==> src/rtl/ram_dp_param.sv <==
// Dual-port byte-writable RAM with a self-clearing INIT phase and a 1- or
// 2-stage registered read path with optional write-to-read forwarding.
module ram_dp_param #(
  parameter int DATA_WIDTH = 8,
  parameter int ADDR_WIDTH = 4,
  parameter int RD_LATENCY = 1,
  parameter int BYPASS     = 1
) (
  input  logic                    clk,
  input  logic                    rst,
  input  logic                    clr,
  input  logic                    wr_enb,
  input  logic [ADDR_WIDTH-1:0]   wr_addr,
  input  logic [DATA_WIDTH-1:0]   wr_data,
  input  logic [DATA_WIDTH/8-1:0] wr_be,
  input  logic                    rd_enb,
  input  logic [ADDR_WIDTH-1:0]   rd_addr,
  output logic [DATA_WIDTH-1:0]   rd_data,
  output logic                    rd_valid,
  output logic                    init_busy
);

  localparam int          DEPTH  = 2 ** ADDR_WIDTH;
  localparam int unsigned NBYTES = DATA_WIDTH / 8;

  typedef enum logic {INIT, RUN} state_t;

  state_t                r_state, w_state_nxt;
  logic [ADDR_WIDTH-1:0] r_ptr, w_ptr_nxt;
  logic [DATA_WIDTH-1:0] r_mem [DEPTH];

  logic                  w_run, w_wr, w_rd, w_clr_wr;
  logic [DATA_WIDTH-1:0] w_mask, w_wr_word, w_rd_word;
  logic [DATA_WIDTH-1:0] r_rd_data;
  logic                  r_rd_valid;

  always_ff @(posedge clk or posedge rst) begin
    if (rst) begin
      r_state <= INIT;
      r_ptr   <= '0;
    end else begin
      r_state <= w_state_nxt;
      r_ptr   <= w_ptr_nxt;
    end
  end

  always_comb begin
    w_state_nxt = r_state;
    w_ptr_nxt   = r_ptr;
    if (clr) begin
      w_state_nxt = INIT;
      w_ptr_nxt   = '0;
    end else begin
      case (r_state)
        INIT: begin
          w_ptr_nxt = r_ptr + 1'b1;
          if (r_ptr == '1) w_state_nxt = RUN;
        end
        default: w_state_nxt = RUN;
      endcase
    end
  end

  assign w_run     = (r_state == RUN);
  assign w_wr      = w_run & wr_enb & ~clr;
  assign w_rd      = w_run & rd_enb & ~clr;
  assign w_clr_wr  = (r_state == INIT) & ~clr;
  assign init_busy = (r_state == INIT);

  always_comb begin
    w_mask = '0;
    for (int unsigned b = 0; b < NBYTES; b++) begin
      w_mask[8*b +: 8] = {8{wr_be[b]}};
    end
  end

  // Merged word is both what gets stored and what a colliding read forwards.
  assign w_wr_word = (r_mem[wr_addr] & ~w_mask) | (wr_data & w_mask);
  assign w_rd_word = ((BYPASS != 0) && w_wr && (wr_addr == rd_addr)) ? w_wr_word
                                                                     : r_mem[rd_addr];

  always_ff @(posedge clk) begin
    if (w_clr_wr) begin
      r_mem[r_ptr] <= '0;
    end else if (w_wr) begin
      r_mem[wr_addr] <= w_wr_word;
    end
  end

  generate
    if ((DATA_WIDTH % 8) != 0 || DATA_WIDTH <= 0) begin : g_bad_width
      $error("ram_dp_param: DATA_WIDTH must be a positive multiple of 8");
    end

    if (RD_LATENCY == 1) begin : g_lat1
      always_ff @(posedge clk or posedge rst) begin
        if (rst) begin
          r_rd_valid <= 1'b0;
          r_rd_data  <= '0;
        end else if (clr) begin
          r_rd_valid <= 1'b0;
          r_rd_data  <= '0;
        end else begin
          r_rd_valid <= w_rd;
          if (w_rd) r_rd_data <= w_rd_word;
        end
      end
    end else if (RD_LATENCY == 2) begin : g_lat2
      logic                  r_s1_valid;
      logic [DATA_WIDTH-1:0] r_s1_data;

      always_ff @(posedge clk or posedge rst) begin
        if (rst) begin
          r_s1_valid <= 1'b0;
          r_s1_data  <= '0;
          r_rd_valid <= 1'b0;
          r_rd_data  <= '0;
        end else if (clr) begin
          r_s1_valid <= 1'b0;
          r_s1_data  <= '0;
          r_rd_valid <= 1'b0;
          r_rd_data  <= '0;
        end else begin
          r_s1_valid <= w_rd;
          if (w_rd) r_s1_data <= w_rd_word;
          r_rd_valid <= r_s1_valid;
          if (r_s1_valid) r_rd_data <= r_s1_data;
        end
      end
    end else begin : g_bad_latency
      $error("ram_dp_param: RD_LATENCY must be 1 or 2");
    end
  endgenerate

  assign rd_data  = r_rd_data;
  assign rd_valid = r_rd_valid;

endmodule

==> config.mk <==
export PLATFORM = sky130hd
export DESIGN_NAME = ram_dp_param
export DESIGN_NICKNAME = d
export VERILOG_FILES = /design/src/rtl/ram_dp_param.sv
export SDC_FILE = /design/constraint.sdc
export NUM_CORES = 1
export LEC_CHECK = 0
export CORE_ASPECT_RATIO = 1.25
export CORE_UTILIZATION = 40
export CTS_BUF_LIST = sky130_fd_sc_hd__clkbuf_8
export DETAILED_ROUTE_END_ITERATION = 7
export GPL_TIMING_DRIVEN = 0
export PLACE_DENSITY = 0.62
export SETUP_SLACK_MARGIN = 0.05
export SLEW_MARGIN = 25
export SYNTH_ARGS = -nofsm -noshare
export SYNTH_HDL_FRONTEND = slang
export SYNTH_SLANG_ARGS = --single-unit
==> constraint.sdc <==
create_clock -name clk -period 3.8 [get_ports clk]
set_clock_uncertainty 0.15 [all_clocks]
set_input_delay 0.95 -clock clk [delete_from_list [all_inputs] [get_ports clk]]
set_output_delay 0.95 -clock clk [all_outputs]
set_load 0.02 [all_outputs]
# After elaboration in Yosys (flattened, before gate mapping)
# Memory sizes are Yosys's and may differ from the RTL's.
# Index checks and enable logic that the tools add are counted.
dict set report classes {
  add_sub_neg 1
  eq_ne 3
  mux 17
  n_bitwise 11
  reduce_logical 3
}
# op count
set op_table {}
lappend op_table {{8-bit two-way mux} 4}
lappend op_table {{8-bit bitwise AND} 2}
lappend op_table {{4-bit two-way mux} 3}
lappend op_table {{1-bit two-way mux} 10}
lappend op_table {{8-bit inverter} 1}
lappend op_table {{8-bit OR} 1}
lappend op_table {{8-bit OR reduction} 1}
lappend op_table {{1-bit bitwise AND} 5}
lappend op_table {{4-bit by 1-bit adder with 4-bit output (second input constant)} 1}
lappend op_table {{4-bit == test} 1}
lappend op_table {{4-bit == test (second input constant)} 1}
lappend op_table {{2-bit inequality test (second input constant)} 1}
lappend op_table {{1-bit inverter} 2}
lappend op_table {{2-bit nonzero test} 1}
lappend op_table {{1-bit logical AND} 1}
dict set report totals {
  regBits 14
  ramBits 128
  output_inout_bits 10
  elab_cells 40
  mem_count 1
}
# memory words word_bits rd rd_clocked_by_memory_dff wr line_no
set mem_list {}
lappend mem_list {r_mem 16 8 2 0 1 30} ;# logic [DATA_WIDTH-1:0] r_mem [DEPTH];

# Longest topological paths before layout
dict set report logic_depth {
  ltp_word 7
  mapped_depth 7
  depth_no_buf 5
}

# Worst setup path after synthesis
# OpenSTA, ideal clock, no wires.
dict set report synth_path {
  path_kind {input port to flip-flop}
  startpoint {input port clr}
  endpoint {memory r_mem[1][0] (enable)}
  setup_time_ps 370
  arrival_ps 2401
  required_time_ps 3280
  path_slack_ps 879
  cell_stages 6
  path_cell_list {clkbuf_1 or2_1 buf_2 buf_1 a31oi_1 nor2_1}
}
dict set report synth_via {
  elab_chain_cells 7
  elab_cells_between_ends 11
  classes_between {mux: 7; bitwise: 3; reduce/logical: 1}
}
# element line_no
set synth_rtl {}
lappend synth_rtl {{start, declared} 11} ;# input logic clr,
lappend synth_rtl {{1-bit inverter (*)} {65, 67}}
lappend synth_rtl {{1-bit bitwise AND} 65} ;# assign w_wr = w_run & wr_enb & ~clr;
lappend synth_rtl {{1-bit two-way mux} 85} ;# end else if (w_wr) begin
lappend synth_rtl {{1-bit two-way mux} 83} ;# if (w_clr_wr) begin
lappend synth_rtl {{1-bit two-way mux (implied by the code)} 86} ;# r_mem[wr_addr] <= w_wr_word;
lappend synth_rtl {{8-bit OR reduction (no line)} --}
lappend synth_rtl {{4-bit two-way mux (no line) or 1-bit two-way mux (tied branches)} --}
lappend synth_rtl {{end, declared} 30}
# Mark *: on every way between the ends. The rest lies on a longest branch, timed or not.

# Worst setup path after layout
dict set report layout_path {
  startpoint {input port wr_enb}
  endpoint {memory r_mem[9][1] (enable)}
}
dict set report layout_via {
  elab_chain_cells 7
  elab_cells_between_ends 8
  classes_between {mux: 5; bitwise: 2; reduce/logical: 1}
}
# element line_no
set layout_rtl {}
lappend layout_rtl {{start, declared} 12} ;# input logic wr_enb,
lappend layout_rtl {{1-bit bitwise AND (*) (2 in series)} 65}
lappend layout_rtl {{1-bit two-way mux (*)} 85}
lappend layout_rtl {{1-bit two-way mux (*)} 83}
lappend layout_rtl {{1-bit two-way mux (implied by the code) (*)} 86}
lappend layout_rtl {{8-bit OR reduction (no line)} --}
lappend layout_rtl {{4-bit two-way mux (no line) or 1-bit two-way mux (tied branches)} --}
# Marks and branches as above.

==> results.sh <==
export IMPL_fp_dieH_microns=149
export IMPL_insertedDiodeCount=0
export IMPL_outcome="completed"
export IMPL_cp_max_fo=10
export IMPL_synthArstFlopShare_pct=9.86
export IMPL_grt_pass1_vias=4595
export IMPL_antenna_found_initial=0
export IMPL_yosys_area_top_type="edfxtp_1"
export IMPL_path_clk_slew_ns=0.09
export IMPL_max_freq_ghz=0.273
export IMPL_hpwlAfterDp_microns=12900
export IMPL_multi_input_area_sq_um=2520
export IMPL_dpl_worst_slack_ns=-0.283
export IMPL_first_pass_iters=7
export IMPL_synth_seq_area_share_pct=61.0
export IMPL_syn_num_nets=456
export IMPL_wire_per_inst_microns=26.4
export IMPL_setup_viol=0
export IMPL_final_critical_path_setup_slack_ns=0.138
export IMPL_path_class="input pin to register"
export IMPL_r2r_setup_slack_ns=0.50
export IMPL_syn_avg_cell_area_sq_um=15.9
export IMPL_start_util_pct=40.8
export IMPL_clock_latency_ns=0.45
export IMPL_seq_area_sq_um=4190
export IMPL_final_layout_size_suffix_gt1_share_pct=25.0
export IMPL_cp_end_kind="register"
export IMPL_tritoncts="built"
export IMPL_ios=32
export IMPL_cts_resized=0
export IMPL_grt_max_degree=17
export IMPL_cts_root_buf="clkbuf_8"
export IMPL_synth_most_common_cell="edfxtp_1"
export IMPL_place_gp_congestion=0.877
export IMPL_syn_area_sq_um=6880
export IMPL_cts_setup_buffers=0
export IMPL_via_per_inst=6.15
export IMPL_busiest_layer="met2"
export IMPL_gr_usage_met2_pct=38.2
export IMPL_max_slew_margin_pct=32.8
export IMPL_fin_hold_ws_ns=0.349
export IMPL_tightestPinTransition_ns=1.00
export IMPL_drtAntennaViolNets=0
export IMPL_cts_buffers=17
export IMPL_die_x_microns=119
export IMPL_synthTopCellsByArea="edfxtp_1 (56%), mux4_2 (16%), dfrtp_1 (5.1%)"
export IMPL_drv_cap=0
export IMPL_synthTopCellsByCount="edfxtp_1 (128), mux4_2 (48), nor2_1 (45)"
export IMPL_port_buffers=23
export IMPL_grt_use_met1_pct=26.8
export IMPL_drc=0
export IMPL_peakVddDrop_uv=215
export IMPL_rows=53
export IMPL_grt_pass1_wl_microns=28000
export IMPL_p_total_mw=3.20
export IMPL_synth_top_area_share_pct=55.9
export IMPL_finalHoldViolCount=0
export IMPL_cts_sinks=142
export IMPL_p_leak_nw=2.74
export IMPL_holdBufCountCts=0
export IMPL_synth_flop_cell="edfxtp_1"
export IMPL_final_period_utilization_pct=96.4
export IMPL_powerDensity_nw_per_um2=411
export IMPL_drv_slew=0
export IMPL_fin_nets=498
export IMPL_crit_arrival_ns=3.58
export IMPL_drt_iter0_drc=550
export IMPL_htreeDepth=4
export IMPL_synth_edf_count=128
export IMPL_required_ns=3.72
export IMPL_coreArea_sq_um=16800
export IMPL_start_kind="input pin"
export IMPL_min_period_ns=3.66
export IMPL_overflow=0
export IMPL_wl_microns=18700
export IMPL_via_count=4357
export IMPL_min_path_type="register to register"
export IMPL_yosys_warnings=0
export IMPL_synth_seq_cells=142
export IMPL_gr_usage_met3_pct=4.10
export IMPL_dieArea_sq_um=17700
export IMPL_ctsLongestPathBuffers=2
export IMPL_nFillCells=1446
export IMPL_synth_distinct_cells=43
export IMPL_track_usage_pct=22.2
export IMPL_syn2layout_area_growth_pct=13.4
export IMPL_rsz0062_at_grt="false"
export IMPL_synthCells=433
## stage by stage
| stage | setup TNS [ns] | util [%] | instances | cell area, sq um |
|---|---|---|---|---|
| after global placement | -10.72 | 43.8 | 676 | 7380 |
| after floorplan | 0 | - | 433 | 6880 |
| after CTS | 0 | 46.2 | 708 | 7790 |
| after global routing | 0 | 46.3 | 708 | 7800 |
| after detailed placement | -11.41 | 43.9 | 676 | 7390 |
| final | 0 | 46.3 | 708 | 7800 |
## cell usage in the layout (no fill, tap or decap), types with 4 or more instances in the layout
cell	count
nor2b_1	12
xnor2_1	5
a22o_1	6
nor2_1	36
o22ai_1	7
inv_6	4
nor2_2	9
o211ai_1	4
a31oi_1	4
a221oi_2	8
nand2_1	25
a22oi_1	6
clkbuf_8	17
mux2i_1	18
o221ai_1	4
clkdlybuf4s50_1	23
inv_1	6
mux2_1	12
buf_2	15
a211oi_1	16
clkbuf_1	9
dfrtp_1	14
edfxtp_1	128
mux2_2	5
mux4_2	48
## final cells by class
type	count	share of cell area, %
clock inverter	15	2.05
tap	220	3.53
sequential	142	53.8
clock buffer	17	3.00
timing repair buffer	23	2.95
buffer	31	2.07
inverter	6	0.289
multi-input combinational	254	32.3
## power breakdown
part | internal, mW | switching, mW
Sequential | 1.70 | 0.0123
Combinational | 0.112 | 0.161
Clock | 0.592 | 0.628
Total | 2.40 | 0.802
## registers in the layout, summed over array words and instances, names as in the netlist
register,count
r_mem,128
rd_valid,1
r_state,1
rd_data,8
r_ptr,4
## logic make-up after synthesis
kind of cell / after synthesis / share of synthesized area [%]
flops: 142 / 61.0
simple gates: 97 / 6.24
mux: 83 / 21.1
compound gates: 66 / 7.93
buf+inv: 37 / 2.67
xor+xnor: 7 / 0.891
fa+ha+maj: 1 / 0.182
## critical path, cell delays in order
cell             delay [ns]
clkdlybuf4s50_1        0.42
nand2_1                0.08
or2_1                  0.12
buf_2                  0.23
buf_1                  0.58
a31oi_1                0.35
nor2_1                 0.84
## path summary, 6_finish.rpt
check                                  startpoint                endpoint  cells past startpoint
max reg2reg                     r_state$_DFF_PP0_   r_mem[9][1]$_DFFE_PP_                      7
min in group asynchronous                     rst  rd_data[3]$_DFFE_PP0P_                      2
max                                        wr_enb   r_mem[9][1]$_DFFE_PP_                      7
min                        rd_data[5]$_DFFE_PP0P_  rd_data[5]$_DFFE_PP0P_                      2
max in group asynchronous                     rst  rd_data[4]$_DFFE_PP0P_                      2
min reg2reg                rd_data[5]$_DFFE_PP0P_  rd_data[5]$_DFFE_PP0P_                      2
## layer usage
layer  vias up  wire length [microns]
li1       1826                      -
met1      2217                   6920
met2       255                   9550
met3        59                   1450
met4         0                    753
met5         -                      0
No activity file was read; power rests on OpenSTA's default activity.
